===== src/rtl/pci_arb_pkg.sv =====
// Shared types and helpers for the PCI round-robin bus arbiter.
package pci_arb_pkg;

  typedef enum logic [1:0] {S_IDLE, S_GNT, S_BUSY, S_TURN} arb_state_e;

  // PCI request/grant lines are active-low.
  localparam logic ASSERTED   = 1'b0;
  localparam logic DEASSERTED = 1'b1;

  function automatic int own_w(input int n);
    return (n > 1) ? $clog2(n) : 1;
  endfunction

  function automatic int tmr_w(input int t);
    return (t > 1) ? $clog2(t) : 1;
  endfunction

endpackage


===== src/rtl/pci_rr_pick.sv =====
// Combinational round-robin pick: first active request after i_rr_ptr, wrapping at NUM_DEV.
module pci_rr_pick
  import pci_arb_pkg::*;
#(
  parameter  int NUM_DEV = 5,
  localparam int OWN_W   = own_w(NUM_DEV)
) (
  input  logic [NUM_DEV-1:0] i_req,
  input  logic [OWN_W-1:0]   i_rr_ptr,
  output logic [OWN_W-1:0]   o_winner,
  output logic               o_any_req
);

  // Scan from farthest to nearest so the closest request after the pointer lands last.
  always_comb begin
    o_winner  = '0;
    o_any_req = 1'b0;
    for (int k = NUM_DEV; k >= 1; k--) begin
      int idx;
      idx = (int'(i_rr_ptr) + k) % NUM_DEV;
      if (i_req[idx]) begin
        o_winner  = OWN_W'(idx);
        o_any_req = 1'b1;
      end
    end
  end

endmodule


===== src/rtl/pci_rr_arbiter.sv =====
// Central PCI bus arbiter: round-robin grants, one-cycle turnaround, unused-grant timeout.
// Optional bus parking is enabled by defining PCI_ARB_PARK_EN.
module pci_rr_arbiter
  import pci_arb_pkg::*;
#(
  parameter  int NUM_DEV     = 5,
  parameter  int GNT_TIMEOUT = 16,
  parameter  int PARK_DEV    = 0,
  localparam int OWN_W       = own_w(NUM_DEV),
  localparam int TMR_W       = tmr_w(GNT_TIMEOUT)
) (
  input  logic               i_clk,
  input  logic               i_rst,
  input  logic [NUM_DEV-1:0] i_req_n,
  input  logic               i_frame_n,
  input  logic               i_irdy_n,
  output logic [NUM_DEV-1:0] o_gnt_n,
  output logic [OWN_W-1:0]   o_owner,
  output logic               o_owner_vld,
  output logic               o_timeout_pulse
);

  if (NUM_DEV < 2 || NUM_DEV > 8) begin : g_bad_ndev
    $error("NUM_DEV must be 2..8");
  end
  if (GNT_TIMEOUT < 2) begin : g_bad_tmo
    $error("GNT_TIMEOUT must be >= 2");
  end
  if (PARK_DEV < 0 || PARK_DEV >= NUM_DEV) begin : g_bad_park
    $error("PARK_DEV out of range");
  end

  arb_state_e         r_state, w_state;
  logic [NUM_DEV-1:0] r_gnt_n, w_gnt_n;
  logic [OWN_W-1:0]   r_owner, w_owner;
  logic [OWN_W-1:0]   r_rr_ptr, w_rr_ptr;
  logic [TMR_W-1:0]   r_timer, w_timer;
  logic               r_owner_vld, w_owner_vld;
  logic               r_timeout, w_timeout;

  logic [NUM_DEV-1:0] w_req;
  logic [OWN_W-1:0]   w_winner;
  logic               w_any_req, w_bus_idle, w_own_req, w_other_req;

  function automatic logic [NUM_DEV-1:0] gnt_vec(input logic [OWN_W-1:0] idx);
    gnt_vec      = {NUM_DEV{DEASSERTED}};
    gnt_vec[idx] = ASSERTED;
  endfunction

  assign w_req       = ~i_req_n;
  assign w_bus_idle  = i_frame_n & i_irdy_n;
  assign w_own_req   = w_req[r_owner];
  assign w_other_req = |(w_req & gnt_vec(r_owner));

  pci_rr_pick #(.NUM_DEV(NUM_DEV)) u_pick (
    .i_req     (w_req),
    .i_rr_ptr  (r_rr_ptr),
    .o_winner  (w_winner),
    .o_any_req (w_any_req)
  );

`ifdef PCI_ARB_PARK_EN
  logic [OWN_W-1:0] r_park, w_park;
  logic             w_parked;
  assign w_parked = (r_state == S_IDLE) && r_owner_vld;
`endif

  always_comb begin
    w_state     = r_state;
    w_gnt_n     = r_gnt_n;
    w_owner     = r_owner;
    w_owner_vld = r_owner_vld;
    w_rr_ptr    = r_rr_ptr;
    w_timer     = r_timer;
    w_timeout   = 1'b0;
`ifdef PCI_ARB_PARK_EN
    w_park      = r_park;
`endif
    case (r_state)
      S_IDLE: begin
        w_gnt_n     = '1;
        w_owner_vld = 1'b0;
`ifdef PCI_ARB_PARK_EN
        if (w_parked && !i_frame_n) begin
          // Parked master starts a transaction without ever requesting.
          w_state     = S_BUSY;
          w_gnt_n     = r_gnt_n;
          w_owner_vld = 1'b1;
          w_rr_ptr    = r_owner;
          w_park      = r_owner;
        end else if (w_parked && w_other_req) begin
          w_state = S_TURN;
        end else if (w_parked && w_own_req) begin
          w_state     = S_GNT;
          w_gnt_n     = r_gnt_n;
          w_owner_vld = 1'b1;
          w_timer     = '0;
        end else if (w_any_req && w_bus_idle) begin
          w_state     = S_GNT;
          w_gnt_n     = gnt_vec(w_winner);
          w_owner     = w_winner;
          w_owner_vld = 1'b1;
          w_timer     = '0;
        end else if (w_bus_idle) begin
          w_gnt_n     = gnt_vec(r_park);
          w_owner     = r_park;
          w_owner_vld = 1'b1;
        end
`else
        if (w_any_req && w_bus_idle) begin
          w_state     = S_GNT;
          w_gnt_n     = gnt_vec(w_winner);
          w_owner     = w_winner;
          w_owner_vld = 1'b1;
          w_timer     = '0;
        end
`endif
      end
      S_GNT: begin
        if (!i_frame_n) begin
          // A starting transaction beats a timeout expiring on the same edge.
          w_state  = S_BUSY;
          w_rr_ptr = r_owner;
`ifdef PCI_ARB_PARK_EN
          w_park   = r_owner;
`endif
        end else if (!w_own_req) begin
          w_state     = S_TURN;
          w_gnt_n     = '1;
          w_owner_vld = 1'b0;
        end else if (r_timer == TMR_W'(GNT_TIMEOUT - 1)) begin
          w_state     = S_TURN;
          w_gnt_n     = '1;
          w_owner_vld = 1'b0;
          w_timeout   = 1'b1;
          w_rr_ptr    = r_owner;
        end else if (r_timer != '1) begin
          w_timer = r_timer + 1'b1;
        end
      end
      S_BUSY: begin
        if (w_bus_idle) begin
          w_state     = S_TURN;
          w_gnt_n     = '1;
          w_owner_vld = 1'b0;
        end else if (!w_own_req || w_other_req) begin
          // Release is sticky: owner finishes its current transaction only.
          w_gnt_n = '1;
        end
      end
      default: begin
        w_state     = S_IDLE;
        w_gnt_n     = '1;
        w_owner_vld = 1'b0;
      end
    endcase
  end

  always_ff @(posedge i_clk) begin
    if (i_rst) begin
      r_state     <= S_IDLE;
      r_gnt_n     <= '1;
      r_owner     <= '0;
      r_owner_vld <= 1'b0;
      r_timeout   <= 1'b0;
      r_rr_ptr    <= OWN_W'(NUM_DEV - 1);
      r_timer     <= '0;
`ifdef PCI_ARB_PARK_EN
      r_park      <= OWN_W'(PARK_DEV);
`endif
    end else begin
      r_state     <= w_state;
      r_gnt_n     <= w_gnt_n;
      r_owner     <= w_owner;
      r_owner_vld <= w_owner_vld;
      r_timeout   <= w_timeout;
      r_rr_ptr    <= w_rr_ptr;
      r_timer     <= w_timer;
`ifdef PCI_ARB_PARK_EN
      r_park      <= w_park;
`endif
    end
  end

  assign o_gnt_n         = r_gnt_n;
  assign o_owner         = r_owner;
  assign o_owner_vld     = r_owner_vld;
  assign o_timeout_pulse = r_timeout;

endmodule


===== config.mk =====
export PLATFORM = sky130hd
export DESIGN_NAME = pci_rr_arbiter
export DESIGN_NICKNAME = d
export VERILOG_FILES = /design/src/rtl/pci_arb_pkg.sv /design/src/rtl/pci_rr_pick.sv /design/src/rtl/pci_rr_arbiter.sv
export SDC_FILE = /design/constraint.sdc
export NUM_CORES = 1
export LEC_CHECK = 0
export ABC_AREA = 1
export BUFFER_PORTS_ARGS = -buffer_cell sky130_fd_sc_hd__buf_2
export CAP_MARGIN = 20
export CELL_PAD_IN_SITES_DETAIL_PLACEMENT = 0
export CELL_PAD_IN_SITES_GLOBAL_PLACEMENT = 1
export CORE_AREA = 2 2 84 86
export CTS_BUF_LIST = sky130_fd_sc_hd__clkbuf_4 sky130_fd_sc_hd__clkbuf_8
export DETAILED_ROUTE_END_ITERATION = 7
export DIE_AREA = 0 0 86 88
export GPL_TIMING_DRIVEN = 0
export PLACE_DENSITY = 0.76
export SYNTH_ARGS = -nofsm -noshare
export SYNTH_HDL_FRONTEND = slang
export SYNTH_SLANG_ARGS = --single-unit

===== constraint.sdc =====
create_clock -name i_clk -period 3.7 [get_ports i_clk]
set_input_delay 0.74 -clock i_clk [delete_from_list [all_inputs] [get_ports i_clk]]
set_output_delay 0.74 -clock i_clk [all_outputs]
set_load 0.01 [all_outputs]

Word level (Yosys, flattened, before mapping)
Cells that the tools add are included.
{ "classes": {"add_sub_neg": 6, "n_mul": 0, "div": 5, "n_lt_le_gt_ge": 9, "n_eq_ne": 15, "shifts": 0, "n_mux": 60, "bitwise": 8, "reduce_logical": 15} }
{ "ops": {"columns": ["operator", "count"], "rows": [
  ["$lt 32x5->1 const B", 5],
  ["$mod 32x4->32 const B", 5],
  ["$mux 5", 6],
  ["$mux 1", 24],
  ["$mux 3", 8],
  ["$mux 4", 5],
  ["$bmux 1 s3", 6],
  ["$not 5->5", 3],
  ["$pmux 5 s3", 1],
  ["$ne 2x2->1 const B", 6],
  ["$reduce_and 3->1", 4],
  ["$mux 2", 5],
  ["$add 3x2->4 const B", 2],
  ["$add 3x3->4 const B", 2],
  ["$lt 3x4->1 const B", 2],
  ["$ne 4x4->1 const B", 2],
  ["$pmux 4 s2", 1],
  ["$demux 1 s3", 2],
  ["$ge 3x1->1 const B", 2],
  ["$ne 3x3->1 const B", 2],
  ["$pmux 2 s3", 1],
  ["$reduce_and 6->1", 1],
  ["$and 5x5->5", 1],
  ["$reduce_or 5->1", 1],
  ["other kinds (16)", 21]
]} }
{ "word_totals": {"reg_bits": 19, "latch_bits": 0, "mem_bits_rw": 0, "romBits": 0, "output_inout_bits": 10, "word_cells": 125, "mem_count": 0} }

Logic depth before layout (Yosys ltp)
{ "logic_depth": {"word_depth": 17, "depth_mapped": 32, "mapped_depth_nobuf": 32} }

Hierarchy
Synthesis repeated with hierarchy kept, for this count alone.
{ "hier_totals": {"hier_cells": 441, "area_unflattened_um2": 2834.0} }
{ "modules_own_cells": {"columns": ["mod", "n_inst", "cells_per_inst", "area_per_inst_um2", "seq_area_each_um2"], "rows": [
  ["pci_rr_pick", 1, 270, 1647.8, 0.0],
  ["pci_rr_arbiter", 1, 171, 1186.1, 380.4]
]} }

Worst setup path before layout
Ideal clock, no wire load.
{ "synth_path": {"path_type": "flip-flop to flip-flop", "startpoint": "register r_rr_ptr[0]", "endpoint": "register r_gnt_n[0] (netlist: o_gnt_n[0])", "setup_ns": 0.117, "t_arrival_ns": 3.792, "path_slack_ns": -0.209, "stages_incl_launch_ff": 27, "path_buffers": 1, "period_less_slack_ns": 3.909, "cell_sequence": "dfxtp_1 > buf_2 > clkinv_1 > ha_1 > inv_1 > ha_1 > inv_1 > nand4_1 > nand2_1 > xor2_1 > ha_1 > inv_1 > or2_2 > nand3_2 > nand2_2 > o21ai_0 > nand3_1 > nand2_1 > nand2_2 > nand2_1 > inv_2 > nand3_2 > nand3_2 > inv_2 > nand2_1 > o21bai_1 > nand2_1"} }
{ "synth_via": {"elab_chain_len": 17, "word_cells_on_any_way": 44, "cone_classes": "add/sub: 5; div: 5; order compare: 2; mux: 29; bitwise: 1; reduce/logical: 2"} }
{ "synth_lines": {"columns": ["item", "line", "rtl"], "rows": [
  ["start, declared", "pci_rr_arbiter.sv:36", "logic [OWN_W-1:0] r_rr_ptr, w_rr_ptr;"],
  ["start signal, assigned", "pci_rr_arbiter.sv:166", "r_rr_ptr <= OWN_W'(NUM_DEV - 1);"],
  ["start signal, assigned", "pci_rr_arbiter.sv:177", "r_rr_ptr <= w_rr_ptr;"],
  ["$add 3x3->4", "pci_rr_pick.sv:20", "idx = (int'(i_rr_ptr) + k) % NUM_DEV;"],
  ["$mod 32x4->32", "pci_rr_pick.sv:20", null],
  ["$bmux 1 s3", "pci_rr_pick.sv:21", "if (i_req[idx]) begin"],
  ["$mux 1 (implied by the code) (2 in a row)", "pci_rr_pick.sv:21", null],
  ["$mux 3 (5 in a row)", "pci_rr_pick.sv:21", null],
  ["$lt 3x4->1 (implied by the code) or $ge 3x1->1 (tied branches)", "pci_rr_arbiter.sv:47", "gnt_vec[idx] = ASSERTED;"],
  ["$logic_and 1x1->1 (implied by the code)", "pci_rr_arbiter.sv:47", null],
  ["$mux 1 (implied by the code)", "pci_rr_arbiter.sv:47", null],
  ["$demux 1 s3", "pci_rr_arbiter.sv:47", null],
  ["$not 5->5 (no source line)", null, null],
  ["$mux 5 (*)", "pci_rr_arbiter.sv:110", "if (w_any_req && w_bus_idle) begin"],
  ["$pmux 5 s3 (*)", "pci_rr_arbiter.sv:79", "case (r_state)"],
  ["end signal, assigned", "pci_rr_arbiter.sv:173", "r_gnt_n <= w_gnt_n;"],
  ["end, declared", "pci_rr_arbiter.sv:34", "logic [NUM_DEV-1:0] r_gnt_n, w_gnt_n;"]
]} }
Every way passes the cells marked *; elsewhere a longest branch is shown, timed or not. The select of a mux whose other input is x is not followed.
A chain may end at the register's enable or synchronous reset.

Worst setup path in the final report
Same ends and word-level chain as after synthesis.

==> flow_metrics.py <==
metrics = {
    "layout": {
        "seqCellArea_um2": 389,
        "layout-drive-gt1-share_pct": 32.9,
        "final_common_cell": "nand2_1",
        "fill_cells": 707,
        "final_area_mm2": 0.00342,
        "multi_input_area_mm2": 0.00229,
        "area_delta_synth_final_pct": 31.9,
        "diodes": 0,
        "final_cells": 564,
        "nNetsFinal": 525,
        "layout_common_cells": "nand2_1, inv_1, nand3_1",
    },
    "clocking": {
        "cts_tree": "yes",
        "clockBufferDepth": 2,
        "clkTransAtPathRegs_ns": 0.08,
        "root_buffer": "clkbuf_8",
        "cts_made_buffers": 3,
        "h-tree-depth": 1,
        "cts_sinks": 19,
        "clock_latency_ns": 0.26,
    },
    "detailed_routing": {
        "num_vias": 2855,
        "avgRoutedWirePerCell_um": 12.5,
        "drc": 0,
        "ant_nets": 0,
        "drtIter0Drc": 95,
        "avgViaCountPerCell": 5.06,
        "drt-total-wl_um": 7070,
        "first_pass_iters": 4,
    },
    "worst_hold_path": {
        "whs_path_depth": 2,
        "hp-class": "flop to flop",
        "min_to": "o_gnt_n[1]",
        "hp-start": "o_gnt_n[1]",
    },
    "sta": {
        "final-setup-viol-count": 0,
        "hold_violations": 0,
        "slew_headroom_pct": 52.2,
        "drv_slew": 0,
        "setup_slack_ns": 0.161,
        "finalCritPeriodShare_pct": 95.7,
        "clock.fmax_mhz": 283,
        "fin_skew_ns": 0.00905,
        "worstMarginPinSlew_ns": 0.709,
        "rsz0062_at_grt": "yes",
        "tns_ns": 0,
        "final.min_clock_period_ns": 3.54,
    },
    "synthesis": {
        "yosys_register_bits": 19,
        "synth_warnings": 0,
        "netlist_top_cells_area": "nand2_1, ha_1, dfxtp_1, nand3_1, inv_1",
        "synth_top_area_share_pct": 17.7,
        "syn_inst": 435,
        "synth_area_per_cell_um2": 5.96,
        "syn-num-nets": 475,
        "synth_top_area_cell": "nand2_1",
        "synth_area_mm2": 0.00259,
        "ys_types": 33,
        "ys_seq_area_share_pct": 14.7,
    },
    "run_status": {
        "status": "completed",
    },
    "placement": {
        "place_congestion": 0.787,
        "dpl_worst_slack_ns": -0.753,
        "place_area_mm2": 0.00280,
        "dp_cells": 533,
        "io_buffers": 18,
        "hpwl_um": 5300,
    },
    "worst_setup_path": {
        "cp_max_fo": 5,
        "startpoint_type": "flop",
        "r2r_slack_ns": 0.16,
        "cp_slowest_cell": "dfxtp_4",
        "r2r_end": "o_gnt_n[0]",
        "cp-end-kind": "flop",
        "slowest_delay_ns": 0.38,
        "r2r_start": "r_rr_ptr[0]",
        "cp.arrival_ns": 3.70,
        "worstRegToRegCells": 30,
        "worstSetupPathType": "flop to flop",
        "critPathRequiredTime_ns": 3.86,
    },
    "floorplanning": {
        "core_mm2": 0.00664,
        "die_width_um": 86,
        "num_io_pins": 19,
        "die_h_um": 88,
        "die_area_mm2": 0.00757,
        "rows": 30,
        "start_util_pct": 39.0,
    },
    "grt": {
        "grt_usage_pct": 19.3,
        "grt-ovfl-total": 0,
        "antenna_found_initial": 0,
        "grt_max_degree": 13,
        "grt_pass1_wl_um": 12100,
        "grt_pass1_vias": 2699,
    },
    "flow_run": {
        "cap_viol_max_count": 0,
    },
    "power": {
        "p_total_w": 0.00312,
        "powerDensity_mw_per_mm2": 914,
        "power_leakage_nw": 1.68,
        "peakVddDrop_uv": 479,
    },
}
==> synth_stat cells <==
library cell,count
nand3_1,57
a21oi_1,23
nand3_2,8
nand2_2,12
nand4_1,7
inv_2,4
buf_2,1
xor2_1,5
nand2_4,4
o21bai_1,1
a31o_2,1
nor3_1,5
o21ai_0,18
dfxtp_1,19
xnor2_1,1
ha_1,31
nand3b_1,3
o221ai_1,1
or2_2,4
clkinv_1,1
clkbuf_1,3
o21ai_2,5
nand3b_2,1
nor2_1,29
a31oi_1,3
nand2_1,122
o21ai_1,1
nor2_2,1
buf_1,1
a2111oi_0,1
inv_1,60
and2_4,1
and2_1,1
==> area by class of cell <==
cell class	instances	share of cell area, %
Clock inverter	1	0.146
Sequential cell	19	11.4
Inverter	65	7.94
Tap cell	80	2.93
Timing Repair Buffer	45	8.57
Multi-Input combinational cell	346	66.9
Buffer	5	0.878
Clock buffer	3	1.21
==> through the flow <==
stage | utilization [%] | hold slack, ns
after floorplan | - | 0.461
after global placement | 42.1 | 0.448
after detailed placement | 42.1 | 0.452
after CTS | 45.7 | 0.476
after global routing | 51.5 | 0.490
final | 51.5 | 0.470
==> kinds of logic after synthesis <==
| logic type | count (synthesis) | share of synthesized area, % |
|---|---|---|
| buffers and inverters | 70 | 10.2 |
| AND/OR/NAND/NOR | 255 | 46.3 |
| adder cells (fa/ha/maj) | 31 | 15.0 |
| XOR/XNOR | 6 | 2.03 |
| flip-flops | 19 | 14.7 |
| AO/OA/AOI/OAI | 54 | 11.8 |
==> report_power, final <==
group	internal (W)	total, W	switching (W)
Clock	0.0000748	0.000145	0.0000703
Sequential	0.000260	0.000312	0.0000522
Combinational	0.00101	0.00267	0.00165
Total	0.00135	0.00312	0.00178
==> worst max path at each step <==
stage	from	end	slack (ns)	depth (start not counted)
after global routing	r_rr_ptr[1]	o_gnt_n[3]	-0.07	29
after floorplan	r_rr_ptr[0]	o_gnt_n[0]	0.04	28
after global placement	r_rr_ptr[0]	o_gnt_n[1]	-0.72	28
final	r_rr_ptr[0]	o_gnt_n[0]	0.16	30
after CTS	r_rr_ptr[0]	o_gnt_n[1]	0.009	30
after detailed placement	r_rr_ptr[0]	o_gnt_n[1]	-0.75	28
==> critical path, delay by kind of cell (launching register included) <==
| family | cells | cell delay [ns] |
|---|---|---|
| xor+xnor | 1 | 0.18 |
| flops | 1 | 0.38 |
| simple gates | 19 | 1.86 |
| compound gates | 1 | 0.11 |
| fa+ha+maj | 3 | 0.52 |
| buf+inv | 6 | 0.38 |
==> state kept, by name, indices dropped and copies added, names as in the netlist <==
signal,flops
o_timeout_pulse,1
r_state,2
o_owner_vld,1
o_owner,3
r_rr_ptr,3
o_gnt_n,5
r_timer,4
==> metal layers <==
metal | track usage, % | part of all wire (%) | up-vias
met5 | 0 | 0 | -
met4 | 2.74 | 0.27 | 0
met3 | 0.848 | 2.2 | 2
met2 | 35.6 | 51 | 46
met1 | 25.6 | 47 | 1295
li1 | - | - | 1512
==> repair_timing <==
action	in CTS	in global routing
hold buffers	0	0
setup buffers	12	15
gates resized for setup	30	70
hold endpoints to repair	0	0
cloned	0	0
pin swaps	9	31
endpoints found under the setup margin	15	15
(Power assumes the default switching activity.)
